File: config.mk
export PLATFORM = sky130hd
export DESIGN_NAME = reg_file_param
export DESIGN_NICKNAME = d
export VERILOG_FILES = /design/src/rtl/reg_file_param.sv
export SDC_FILE = /design/constraint.sdc
export NUM_CORES = 1
export LEC_CHECK = 0
export ABC_AREA = 1
export CAP_MARGIN = 20
export CORE_MARGIN = 8
export CORE_UTILIZATION = 45
export CTS_CLUSTER_SIZE = 24
export DETAILED_ROUTE_END_ITERATION = 10
export DONT_BUFFER_PORTS = 1
export HOLD_SLACK_MARGIN = 0.1
export PLACE_DENSITY = 0.66
export SYNTH_ARGS = -nofsm -noshare
export SYNTH_HDL_FRONTEND = slang
export SYNTH_HIERARCHICAL = 1
export SYNTH_SLANG_ARGS = --single-unit
export TNS_END_PERCENT = 1
File: constraint.sdc
create_clock -name clk -period 7.2 [get_ports clk]
set_input_delay 1.8 -clock clk [delete_from_list [all_inputs] [get_ports clk]]
set_output_delay 1.8 -clock clk [all_outputs]
set_load 0.1 [all_outputs]
File: src/rtl/reg_file_param.sv
// Parameterised multi-port register file: NUM_RD combinational read ports, two prioritised write ports,
// a DEPTH-cycle sweep-clear sequencer, and an optional hard-wired zero register. Define RF_BYPASS_EN for write-to-read forwarding.

module rf_rd_port #(
  parameter int DATA_W   = 8,
  parameter int DEPTH    = 8,
  parameter int ADDR_W   = $clog2(DEPTH),
  parameter int ZERO_REG = 0
) (
  input  logic [ADDR_W-1:0]            addr_i,
  input  logic [DEPTH-1:0][DATA_W-1:0] regs_i,
  output logic [DATA_W-1:0]            data_o
);
  localparam logic [ADDR_W:0] DEPTH_W = (ADDR_W+1)'(DEPTH);

  logic in_range;
  assign in_range = {1'b0, addr_i} < DEPTH_W;

  always_comb begin
    data_o = '0;
    if (in_range && !(ZERO_REG != 0 && addr_i == '0))
      data_o = regs_i[addr_i];
  end
endmodule

module reg_file_param #(
  parameter int DATA_W   = 8,
  parameter int DEPTH    = 8,
  parameter int ADDR_W   = $clog2(DEPTH),
  parameter int NUM_RD   = 2,
  parameter int ZERO_REG = 0
) (
  input  logic                       clk,
  input  logic                       reset,
  input  logic [NUM_RD*ADDR_W-1:0]   rd_addr_i,
  output logic [NUM_RD*DATA_W-1:0]   rd_data_o,
  input  logic                       wr_en0_i,
  input  logic [ADDR_W-1:0]          wr_addr0_i,
  input  logic [DATA_W-1:0]          wr_data0_i,
  input  logic                       wr_en1_i,
  input  logic [ADDR_W-1:0]          wr_addr1_i,
  input  logic [DATA_W-1:0]          wr_data1_i,
  output logic                       wr_rdy_o,
  input  logic                       clr_req_i,
  output logic                       clr_busy_o,
  output logic                       clr_done_o
);
  localparam logic [ADDR_W:0]   DEPTH_W = (ADDR_W+1)'(DEPTH);
  localparam logic [ADDR_W-1:0] LAST    = ADDR_W'(DEPTH-1);

  typedef enum logic [1:0] {IDLE, SWEEP, DONE} state_t;

  state_t                      state_q, state_d;
  logic [ADDR_W-1:0]           clr_ptr_q, clr_ptr_d;
  logic [DEPTH-1:0][DATA_W-1:0] regs_q, regs_d;
  logic [NUM_RD-1:0][DATA_W-1:0] rd_w;
  logic                        we0, we1;

  assign wr_rdy_o   = (state_q != SWEEP);
  assign clr_busy_o = (state_q == SWEEP);
  assign clr_done_o = (state_q == DONE);

  // Accepted writes exclude out-of-range and (optionally) zero-register targets,
  // so the same qualifiers gate storage and forwarding.
  assign we0 = wr_en0_i && wr_rdy_o && ({1'b0, wr_addr0_i} < DEPTH_W) &&
               !(ZERO_REG != 0 && wr_addr0_i == '0);
  assign we1 = wr_en1_i && wr_rdy_o && ({1'b0, wr_addr1_i} < DEPTH_W) &&
               !(ZERO_REG != 0 && wr_addr1_i == '0);

  always_comb begin
    state_d   = state_q;
    clr_ptr_d = clr_ptr_q;
    case (state_q)
      IDLE: if (clr_req_i) begin
        state_d   = SWEEP;
        clr_ptr_d = '0;
      end
      SWEEP: begin
        clr_ptr_d = clr_ptr_q + 1'b1;
        if (clr_ptr_q == LAST) begin
          state_d   = DONE;
          clr_ptr_d = '0;
        end
      end
      DONE:    state_d = IDLE;
      default: state_d = IDLE;
    endcase
  end

  // Port 1 is applied last so it wins on an address collision.
  always_comb begin
    regs_d = regs_q;
    if (state_q == SWEEP) begin
      regs_d[clr_ptr_q] = '0;
    end else begin
      if (we0) regs_d[wr_addr0_i] = wr_data0_i;
      if (we1) regs_d[wr_addr1_i] = wr_data1_i;
    end
  end

  always_ff @(posedge clk or posedge reset) begin
    if (reset) begin
      state_q   <= IDLE;
      clr_ptr_q <= '0;
      regs_q    <= '0;
    end else begin
      state_q   <= state_d;
      clr_ptr_q <= clr_ptr_d;
      regs_q    <= regs_d;
    end
  end

  for (genvar k = 0; k < NUM_RD; k++) begin : g_rd
    logic [ADDR_W-1:0] ra;
    logic [DATA_W-1:0] stored;
    assign ra = rd_addr_i[k*ADDR_W +: ADDR_W];

    rf_rd_port #(
      .DATA_W(DATA_W), .DEPTH(DEPTH), .ADDR_W(ADDR_W), .ZERO_REG(ZERO_REG)
    ) u_rd (
      .addr_i(ra),
      .regs_i(regs_q),
      .data_o(stored)
    );

`ifdef RF_BYPASS_EN
    assign rd_w[k] = (we1 && wr_addr1_i == ra) ? wr_data1_i :
                     (we0 && wr_addr0_i == ra) ? wr_data0_i : stored;
`else
    assign rd_w[k] = stored;
`endif
  end

  assign rd_data_o = rd_w;
endmodule

==> results.sh, run 1 <==
export IMPL_maxCapViolations=0
export IMPL_setup_ws_ps=2400
export IMPL_netlist_instances=1077
export IMPL_critical_path_class="in2out"
export IMPL_clock_root_buffer="clkbuf_16"
export IMPL_final_cells=1215
export IMPL_rsz0062_at_grt="false"
export IMPL_cp_end_kind="output pin"
export IMPL_worst_pin_slew_ps=1060
export IMPL_place_inst=1200
export IMPL_fin_util_pct=46.2
export IMPL_cts_buffers=9
export IMPL_fp_dieH_um=136
export IMPL_cts_sinks=69
export IMPL_viasPerCell=5.75
export IMPL_power_mw=2.36
export IMPL_layout_nets=1062
export IMPL_fin_worst_skew_ps=6.10
export IMPL_num_rows=44
export IMPL_placed_area_um2=6310
export IMPL_critPathLaunchType="primary input"
export IMPL_ys_ff_latch=69
export IMPL_area_growth_pct=2.01
export IMPL_fin_crit_ps=4800
export IMPL_r2r_slack_ps=3840
export IMPL_reg2reg_depth=8
export IMPL_drt_wl_total_mm=24.4
export IMPL_fin_setup_tns_ps=0
export IMPL_crit_path_max_fanout=17
export IMPL_place_hpwl_mm=16.6
export IMPL_post_cts_buffers=0
export IMPL_yosysWarnings=6
export IMPL_io_pins=52
export IMPL_hold_slack_ps=543
export IMPL_maxSlewHeadroom_pct=29.0
export IMPL_syn_num_nets=1112
export IMPL_ys_types=26
export IMPL_core_area_um2=14300
export IMPL_cts_tree="yes"
export IMPL_hp_start="regs_q[10]"
export IMPL_clkTransAtPathRegs_ps=50
export IMPL_status="complete, no violations"
export IMPL_hp_class="reg2reg"
export IMPL_vias=6992
export IMPL_hold_violations=0
export IMPL_antenna_found_initial=0
export IMPL_avgSynthCellArea_um2=6.00
export IMPL_drive_gt1_share_pct=6.50
export IMPL_worstPathRequired_ps=5400
export IMPL_grt_pass1_vias=6352
export IMPL_min_to="regs_q[10]"
export IMPL_syn_area_um2=6460
export IMPL_gr_total_overflow=0
export IMPL_ant_nets=0
export IMPL_n_fill_cell=1572
export IMPL_synth_seq_area_share_pct=26.7
export IMPL_die_area_um2=18500
export IMPL_clk_latency_ps=340
export IMPL_wl_per_cell_um=20.1
export IMPL_p_leak_nw=3.49
export IMPL_final_area_um2=6590
export IMPL_period_share_pct=66.6
export IMPL_gp_congestion=0.920
export IMPL_post_cts_resized=0
export IMPL_place_ws_ps=2410
export IMPL_first_pass_iters=5
export IMPL_grt_pass1_wl_mm=37.3
export IMPL_drt_initial_drc_count=942
export IMPL_hold_buffers=0
export IMPL_grt_usage_pct=26.7
export IMPL_worstReg2RegEnd="regs_q[17]"
export IMPL_clockBufferDepth=2
export IMPL_worst_ep_arrival_time_ps=3000
export IMPL_io_buffers=0
export IMPL_slew_violations=0
export IMPL_drc=0
export IMPL_die_w_um=136
export IMPL_r2r_start="state_q[1]"
export IMPL_grt_max_degree=73
export IMPL_htreeDepth=3
export IMPL_cp_startpoint="rd_addr_i[1]"
export IMPL_diodes=0
export IMPL_p_per_area_nw_per_um2=358
export IMPL_start_util_pct=45.3
export IMPL_setup_viol=0
export IMPL_min_path_cells=2
export IMPL_peakVddDrop_mv=0.488
export IMPL_max_freq_mhz=208
==> cell usage after synthesis <==
cell | number | area (µm²)
o31ai_1 | 5 | 37.5
nand2_1 | 469 | 1760
a41oi_1 | 64 | 561
nand4_2 | 4 | 50.1
inv_1 | 155 | 582
ha_1 | 2 | 25.0
buf_6 | 11 | 124
inv_2 | 4 | 15.0
buf_1 | 9 | 33.8
nor2_2 | 9 | 56.3
clkinv_1 | 3 | 11.3
o21ai_0 | 5 | 25.0
nand3_1 | 186 | 931
buf_8 | 2 | 30.0
a31oi_4 | 2 | 42.5
nand2_2 | 25 | 156
a31oi_2 | 1 | 12.5
nor2_4 | 1 | 11.3
nand4_1 | 2 | 12.5
a21oi_4 | 1 | 16.3
nor2_1 | 4 | 15.0
buf_4 | 10 | 75.1
dfrtp_1 | 69 | 1730
inv_4 | 2 | 12.5
clkbuf_1 | 15 | 56.3
buf_2 | 17 | 85.1
==> power by group <==
| group | internal, mW | total [mW] | switching (mW) |
|---|---|---|---|
| clock | 0.259 | 0.423 | 0.164 |
| sequential | 0.518 | 0.756 | 0.238 |
| combinational | 0.342 | 1.18 | 0.841 |
| total | 1.12 | 2.36 | 1.24 |
==> critical path, stage by stage <==
cell	delay, ps
inv_2	210
nand3_1	150
nand2_1	80
nand2_1	50
nand2_1	690
==> cell usage in the layout (no fill, tap or decap), drive strengths merged <==
master,netlist,layout
o21ai,5,5
a41oi,64,64
nand3,186,186
nand2,494,494
o31ai,5,5
ha,2,2
clkinv,3,4
a31oi,3,3
nor2,14,14
inv,161,161
a21oi,1,1
clkbuf,15,14
nand4,6,6
dfrtp,69,69
buf,49,3
==> worst max-delay path by stage <==
| stage | endpoint | slack (ps) | depth (start not counted) |
|---|---|---|---|
| final | rd_data_o[0] | 2400 | 5 |
| after global routing | rd_data_o[14] | 2320 | 5 |
| after detailed placement | rd_data_o[0] | 2410 | 5 |
| after floorplan | rd_data_o[0] | 2460 | 7 |
| after global placement | rd_data_o[0] | 2410 | 5 |
| after CTS | rd_data_o[0] | 2410 | 5 |
==> final cells by class <==
cell class | count | area, µm² | area share, %
clock inverter | 1 | 5.00 | 0.0759
multi-input combinational | 780 | 3710 | 56.3
tap | 184 | 230 | 3.49
sequential | 69 | 1730 | 26.2
inverter | 164 | 621 | 9.41
timing repair buffer | 3 | 22.5 | 0.342
clock buffer | 14 | 274 | 4.16
==> routing by layer <==
| metal | GRT usage [%] | share of wire (%) | up-vias | wire length [µm] |
|---|---|---|---|---|
| met3 | 7.28 | 12 | 55 | 2880 |
| met4 | 14.0 | 4.2 | 0 | 1030 |
| met2 | 38.2 | 42 | 388 | 10300 |
| li1 | - | - | 3343 | - |
| met5 | 0 | 0 | - | 0 |
| met1 | 36.0 | 42 | 3206 | 10100 |
==> sequential cells by signal, indices dropped and copies added (netlist names) <==
name,cells
regs_q,64
clr_ptr_q,3
state_q,2
==> kinds of logic (layout without fill, tap and decap cells) <==
group                    Yosys count  count (layout)  synth area share, %
AO/OA/AOI/OAI                     78              78                 10.7
adder cells (fa/ha/maj)            2               2                0.387
buffers and inverters            228             182                 15.9
flip-flops                        69              69                 26.7
AND/OR/NAND/NOR                  700             700                 46.3
Power figures use the tool's default switching activity.
==> run 2, diff against run 1 <==
--- a/config.mk
+++ b/config.mk
@@ -5,7 +5,7 @@
 export SDC_FILE = /design/constraint.sdc
 export NUM_CORES = 1
 export LEC_CHECK = 0
-export ABC_AREA = 1
+export ABC_AREA = 0
 export CAP_MARGIN = 20
 export CORE_MARGIN = 8
 export CORE_UTILIZATION = 45
@@ -13,7 +13,7 @@
 export DETAILED_ROUTE_END_ITERATION = 10
 export DONT_BUFFER_PORTS = 1
 export HOLD_SLACK_MARGIN = 0.1
-export PLACE_DENSITY = 0.66
+export PLACE_DENSITY = 0.68
 export SYNTH_ARGS = -nofsm -noshare
 export SYNTH_HDL_FRONTEND = slang
 export SYNTH_HIERARCHICAL = 1
==> constraint.sdc (replaced) <==
create_clock -name clk -period 4.3 [get_ports clk]
set_input_delay 1.075 -clock clk [delete_from_list [all_inputs] [get_ports clk]]
set_output_delay 1.075 -clock clk [all_outputs]
set_load 0.1 [all_outputs]
==> run 2 against run 1 <==
Net effect:
- sequential power grew 75%
- routed wire length is 29% lower
- synthesized area down 21%
- setup slack worse by 1300 ps
- core utilization is 1.7 points higher
- non-clock buffer count up 4
- combinational power rose by 88%
- largest cell class unchanged
- highest routed layer unchanged
==> results.sh, run 2 <==
export IMPL_status="complete, no violations"
export IMPL_syn_area_um2=5130
export IMPL_yosys_top_cells_count="o21ai_1, nand2_1, dfrtp_1, a221oi_1, o21ai_0"
export IMPL_drt_wl_total_mm=17.4
export IMPL_largest_register_ffs=64
export IMPL_critPathLaunchType="primary input"
export IMPL_clk_latency_ps=340
export IMPL_first_pass_iters=5
export IMPL_cp_startpoint="rd_addr_i[0]"
export IMPL_r2r_slack_ps=1640
export IMPL_async_flop_share_pct=100
export IMPL_core_area_um2=11300
export IMPL_post_cts_resized=0
export IMPL_synth_seq_area_share_pct=33.7
export IMPL_drc=0
export IMPL_drt_initial_drc_count=559
export IMPL_synth_flop_cell="dfrtp_1"
export IMPL_cts_buffers=9
export IMPL_clockBufferDepth=2
export IMPL_cpMaxStageDelayCell="mux4_1"
export IMPL_gp_congestion=0.927
export IMPL_maxCapViolations=0
export IMPL_die_w_um=123
export IMPL_yosysWarnings=6
export IMPL_cts_tree="yes"
export IMPL_netlist_instances=529
export IMPL_p_leak_nw=2.09
export IMPL_crit_path_max_fanout=16
export IMPL_grt_max_degree=62
export IMPL_num_rows=39
export IMPL_area_growth_pct=5.41
export IMPL_ys_types=43
export IMPL_start_util_pct=45.5
export IMPL_fp_dieH_um=123
export IMPL_fin_worst_skew_ps=7.23
export IMPL_peakVddDrop_mv=0.923
export IMPL_synth_area_leaders="dfrtp_1, mux4_1, a221oi_1, o21ai_1, nand2_1"
export IMPL_setup_viol=0
export IMPL_cpLargestDelayFamily="multiplexers"
export IMPL_fin_setup_tns_ps=0
export IMPL_htreeDepth=3
export IMPL_p_per_area_nw_per_um2=794
export IMPL_io_pins=52
export IMPL_cp_cell_sequence="mux4_1, mux2_2"
export IMPL_ant_nets=0
export IMPL_worstPathRequired_ps=3220
export IMPL_layout_nets=537
export IMPL_reg_largest_list="regs_q (64), clr_ptr_q (3), state_q (2)"
export IMPL_io_buffers=0
export IMPL_slew_violations=0
export IMPL_die_area_um2=15100
export IMPL_layout_commonest_cell="o21ai_1"
export IMPL_viasPerCell=7.18
export IMPL_avgSynthCellArea_um2=9.70
export IMPL_diodes=0
export IMPL_hold_buffers=0
export IMPL_wl_per_cell_um=26.8
export IMPL_cp_end_kind="output pin"
export IMPL_cp_num_buf_inv=0
export IMPL_synth_top_area_share_pct=33.7
export IMPL_ys_ff_latch=69
export IMPL_syn_num_nets=564
export IMPL_max_freq_mhz=312
export IMPL_vias=4667
export IMPL_top_register="regs_q"
export IMPL_rsz0062_at_grt="false"
export IMPL_grt_usage_pct=23.2
export IMPL_critical_path_class="in2out"
export IMPL_post_cts_buffers=0
export IMPL_place_hpwl_mm=12.7
export IMPL_antenna_found_initial=0
export IMPL_clock_root_buffer="clkbuf_16"
export IMPL_cp_slowest_stage_delay_ps=550
export IMPL_cts_sinks=69
export IMPL_hold_slack_ps=536
export IMPL_r2r_start="state_q[0]"
export IMPL_hp_class="reg2reg"
export IMPL_hp_start="state_q[1]"
export IMPL_final_cell_mix="o21ai_1, nand2_1, dfrtp_1"
export IMPL_worst_pin_slew_ps=1090
export IMPL_maxSlewHeadroom_pct=27.3
export IMPL_hold_violations=0
export IMPL_clkTransAtPathRegs_ps=50
export IMPL_grt_pass1_wl_mm=26.2
export IMPL_period_share_pct=74.6
export IMPL_yosysTopAreaCell="dfrtp_1"
export IMPL_fin_util_pct=48.0
export IMPL_grt_pass1_vias=4343
export IMPL_gr_total_overflow=0
export IMPL_fin_crit_ps=3210
export IMPL_worst_ep_arrival_time_ps=2130
export IMPL_yosysMostFrequentCell="o21ai_1"
export IMPL_drive_gt1_share_pct=12.0
export IMPL_synth_enable_flop_cells=0
run 2: cell count changes in the layout (fill, tap and decap cells not counted), moves of 16 or more:
cell and delta:
nand2_2 -25, o21ai_0 +43, a41oi_1 -64, mux4_1 +30
nand3_1 -179, inv_1 -151, nand2_1 -394, mux2_2 +16
a221oi_1 +56, o21ai_1 +80, nor2_1 +32
run 2: cell type report:
cell class,count,area [µm²]
tap,143,179
clock inverter,4,47.5
sequential,69,1730
multi-input combinational,408,3110
clock buffer,12,246
timing repair buffer,7,72.6
fill,1020,5860
inverter,7,26.3
run 2: layer usage:
layer / track usage, % / vias to the layer above / wire [µm]
li1: - / 2022 / -
met1: 29.3 / 2290 / 6650
met2: 34.8 / 319 / 7900
met3: 9.38 / 36 / 2390
met4: 9.52 / 0 / 443
met5: 0 / - / 0
run 2: worst reg2reg max path, cell delays in order (launching register included):
cell,delay (ps)
dfrtp_1,420
nor2b_4,150
inv_2,670
nand4_1,690
a221oi_1,490
o21ai_1,120
run 2: logic make-up after synthesis:
| group | count (synthesis) | synth area share (%) |
|---|---|---|
| adder cells (fa/ha/maj) | 2 | 0.488 |
| AND/OR/NAND/NOR | 153 | 14.0 |
| buffers and inverters | 52 | 5.78 |
| AO/OA/AOI/OAI | 204 | 26.1 |
| flip-flops | 69 | 33.7 |
| multiplexers | 49 | 20.0 |
run 2: final timing paths:
path / end / cells after the start
min reg2reg: state_q[0] / 1
max reg2reg: regs_q[54] / 5
max in group asynchronous: regs_q[9] / 2
max: rd_data_o[5] / 2
min: state_q[0] / 1
min in group asynchronous: regs_q[38] / 1
run 2: power breakdown:
part           total, mW  switching, mW  leakage [nW]  internal, mW
sequential          1.32          0.403         0.942         0.917
clock              0.752          0.289         0.143         0.463
combinational       2.22           1.50          1.01         0.725
run 2: metrics by stage:
stage	instances	setup WS [ps]	instance area [µm²]	total power [mW]
after floorplan	529	892	5130	3.02
after global placement	633	1120	5100	3.41
after detailed placement	634	1090	5110	3.50
after CTS	650	1090	5410	4.25
after global routing	650	1080	5410	4.50
final	650	1090	5410	4.30
==> run 3, diff against run 2 <==
==> constraint.sdc (replaced) <==
create_clock -name clk -period 2.88 [get_ports clk]
set_input_delay 0.72 -clock clk [delete_from_list [all_inputs] [get_ports clk]]
set_output_delay 0.72 -clock clk [all_outputs]
set_load 0.1 [all_outputs]
==> run 3 against run 2 <==
Net effect:
- register-to-register slack worse by 1200 ps
- sequential share of layout area is 0.31 points lower
- die area stayed put
- clock skew increased by 1.5 ps
==> results.sh, run 3 (same netlist as run 2, synthesis figures left out) <==
export IMPL_largest_register_ffs=64
export IMPL_peakVddDrop_mv=0.928
export IMPL_layout_commonest_cell="o21ai_1"
export IMPL_gp_congestion=0.955
export IMPL_area_growth_pct=6.44
export IMPL_crit_path_max_fanout=4
export IMPL_grt_pass1_vias=4476
export IMPL_rsz0062_at_grt="false"
export IMPL_post_cts_buffers=0
export IMPL_maxSlewHeadroom_pct=40.2
export IMPL_cts_tree="yes"
export IMPL_post_cts_resized=0
export IMPL_critPathLaunchType="flip-flop"
export IMPL_period_share_pct=89.6
export IMPL_hold_buffers=0
export IMPL_io_buffers=0
export IMPL_grt_usage_pct=23.3
export IMPL_p_leak_nw=2.13
export IMPL_fin_crit_ps=2580
export IMPL_cts_sinks=69
export IMPL_start_util_pct=45.5
export IMPL_final_area_um2=5460
export IMPL_antenna_found_initial=0
export IMPL_maxCapViolations=0
export IMPL_drt_wl_total_mm=17.4
export IMPL_clkTransAtPathRegs_ps=60
export IMPL_viasPerCell=7.17
export IMPL_clock_root_buffer="clkbuf_16"
export IMPL_vias=4701
export IMPL_grt_max_degree=33
export IMPL_worstPathRequired_ps=2160
export IMPL_top_register="regs_q"
export IMPL_worst_pin_slew_ps=890
export IMPL_fin_worst_skew_ps=8.71
export IMPL_htreeDepth=3
export IMPL_p_per_area_nw_per_um2=1190
export IMPL_drt_initial_drc_count=489
export IMPL_r2r_start="state_q[0]"
export IMPL_gr_total_overflow=0
export IMPL_cp_startpoint="regs_q[14]"
export IMPL_first_pass_iters=5
export IMPL_io_pins=52
export IMPL_diodes=0
export IMPL_die_w_um=123
export IMPL_critical_path_class="reg2out"
export IMPL_max_freq_mhz=387
export IMPL_reg_largest_list="regs_q (64), clr_ptr_q (3), state_q (2)"
export IMPL_cts_buffers=9
export IMPL_fin_setup_tns_ps=0
export IMPL_status="complete, no violations"
export IMPL_cp_end_kind="output pin"
export IMPL_setup_ws_ps=298
export IMPL_slew_violations=0
export IMPL_die_area_um2=15100
export IMPL_placed_area_um2=5150
export IMPL_hold_violations=0
export IMPL_ant_nets=0
export IMPL_place_ws_ps=382
export IMPL_hp_class="in2async"
export IMPL_wl_per_cell_um=26.5
export IMPL_layout_nets=543
export IMPL_clockBufferDepth=2
export IMPL_num_rows=39
export IMPL_hold_slack_ps=334
export IMPL_drc=0
export IMPL_fin_util_pct=48.4
export IMPL_drive_gt1_share_pct=13.5
export IMPL_setup_viol=0
export IMPL_place_hpwl_mm=12.9
export IMPL_final_cell_mix="o21ai_1, nand2_1, dfrtp_1"
export IMPL_fp_dieH_um=123
export IMPL_core_area_um2=11300
export IMPL_worst_ep_arrival_time_ps=1860
export IMPL_clk_latency_ps=340
export IMPL_grt_pass1_wl_mm=26.6
==> run 3: cell types whose count changed in the layout (fill, tap and decap cells not counted) <==
cell,before,now
clkbuf_1,2,0
clkinvlp_4,1,0
clkinv_4,0,2
clkinv_2,2,1
buf_4,5,12
buf_8,1,0
inv_6,0,2
==> run 3: worst paths after layout <==
path	end	slack, ps	depth (start not counted)
worst max-delay path	rd_data_o[6]	300	2
worst min-delay path	regs_q[53]	330	1
worst max register to register	regs_q[17]	480	6
worst min register to register	state_q[0]	530	1
max in group asynchronous	regs_q[59]	1770	2
min in group clk	state_q[0]	530	1
==> run 3: layout make-up <==
cell class	count	area [µm²]
fill	1030	5810
multi-input combinational	408	3110
sequential	69	1730
clock buffer	10	239
tap	143	179
timing repair buffer	13	110
clock inverter	6	70.1
inverter	7	26.3
==> run 3: metrics by stage <==
stage               cells  power [mW]
floorplan             529        4.51
global placement      640        5.16
detailed placement    640        5.26
CTS                   656        6.42
global route          656        6.83
finish                656        6.50
==> run 3: per-layer routing <==
| metal | vias to the layer above | track usage, % | share of wire (%) |
|---|---|---|---|
| li1 | 2049 | - | - |
| met1 | 2294 | 30.4 | 39 |
| met2 | 314 | 36.7 | 46 |
| met3 | 44 | 5.29 | 12 |
| met4 | 0 | 9.14 | 2.8 |
| met5 | - | 0 | 0 |
==> run 3: power by group <==
group	internal, mW	switching, mW	leakage [nW]
Sequential	1.37	0.598	0.942
Combinational	1.11	2.26	1.04
Clock	0.702	0.463	0.153
Total	3.18	3.32	2.13
==> run 3: worst max-delay path, stage by stage, from the launching register on <==
cell	delay, ps
dfrtp_1	470
mux4_1	550
mux2_2	500
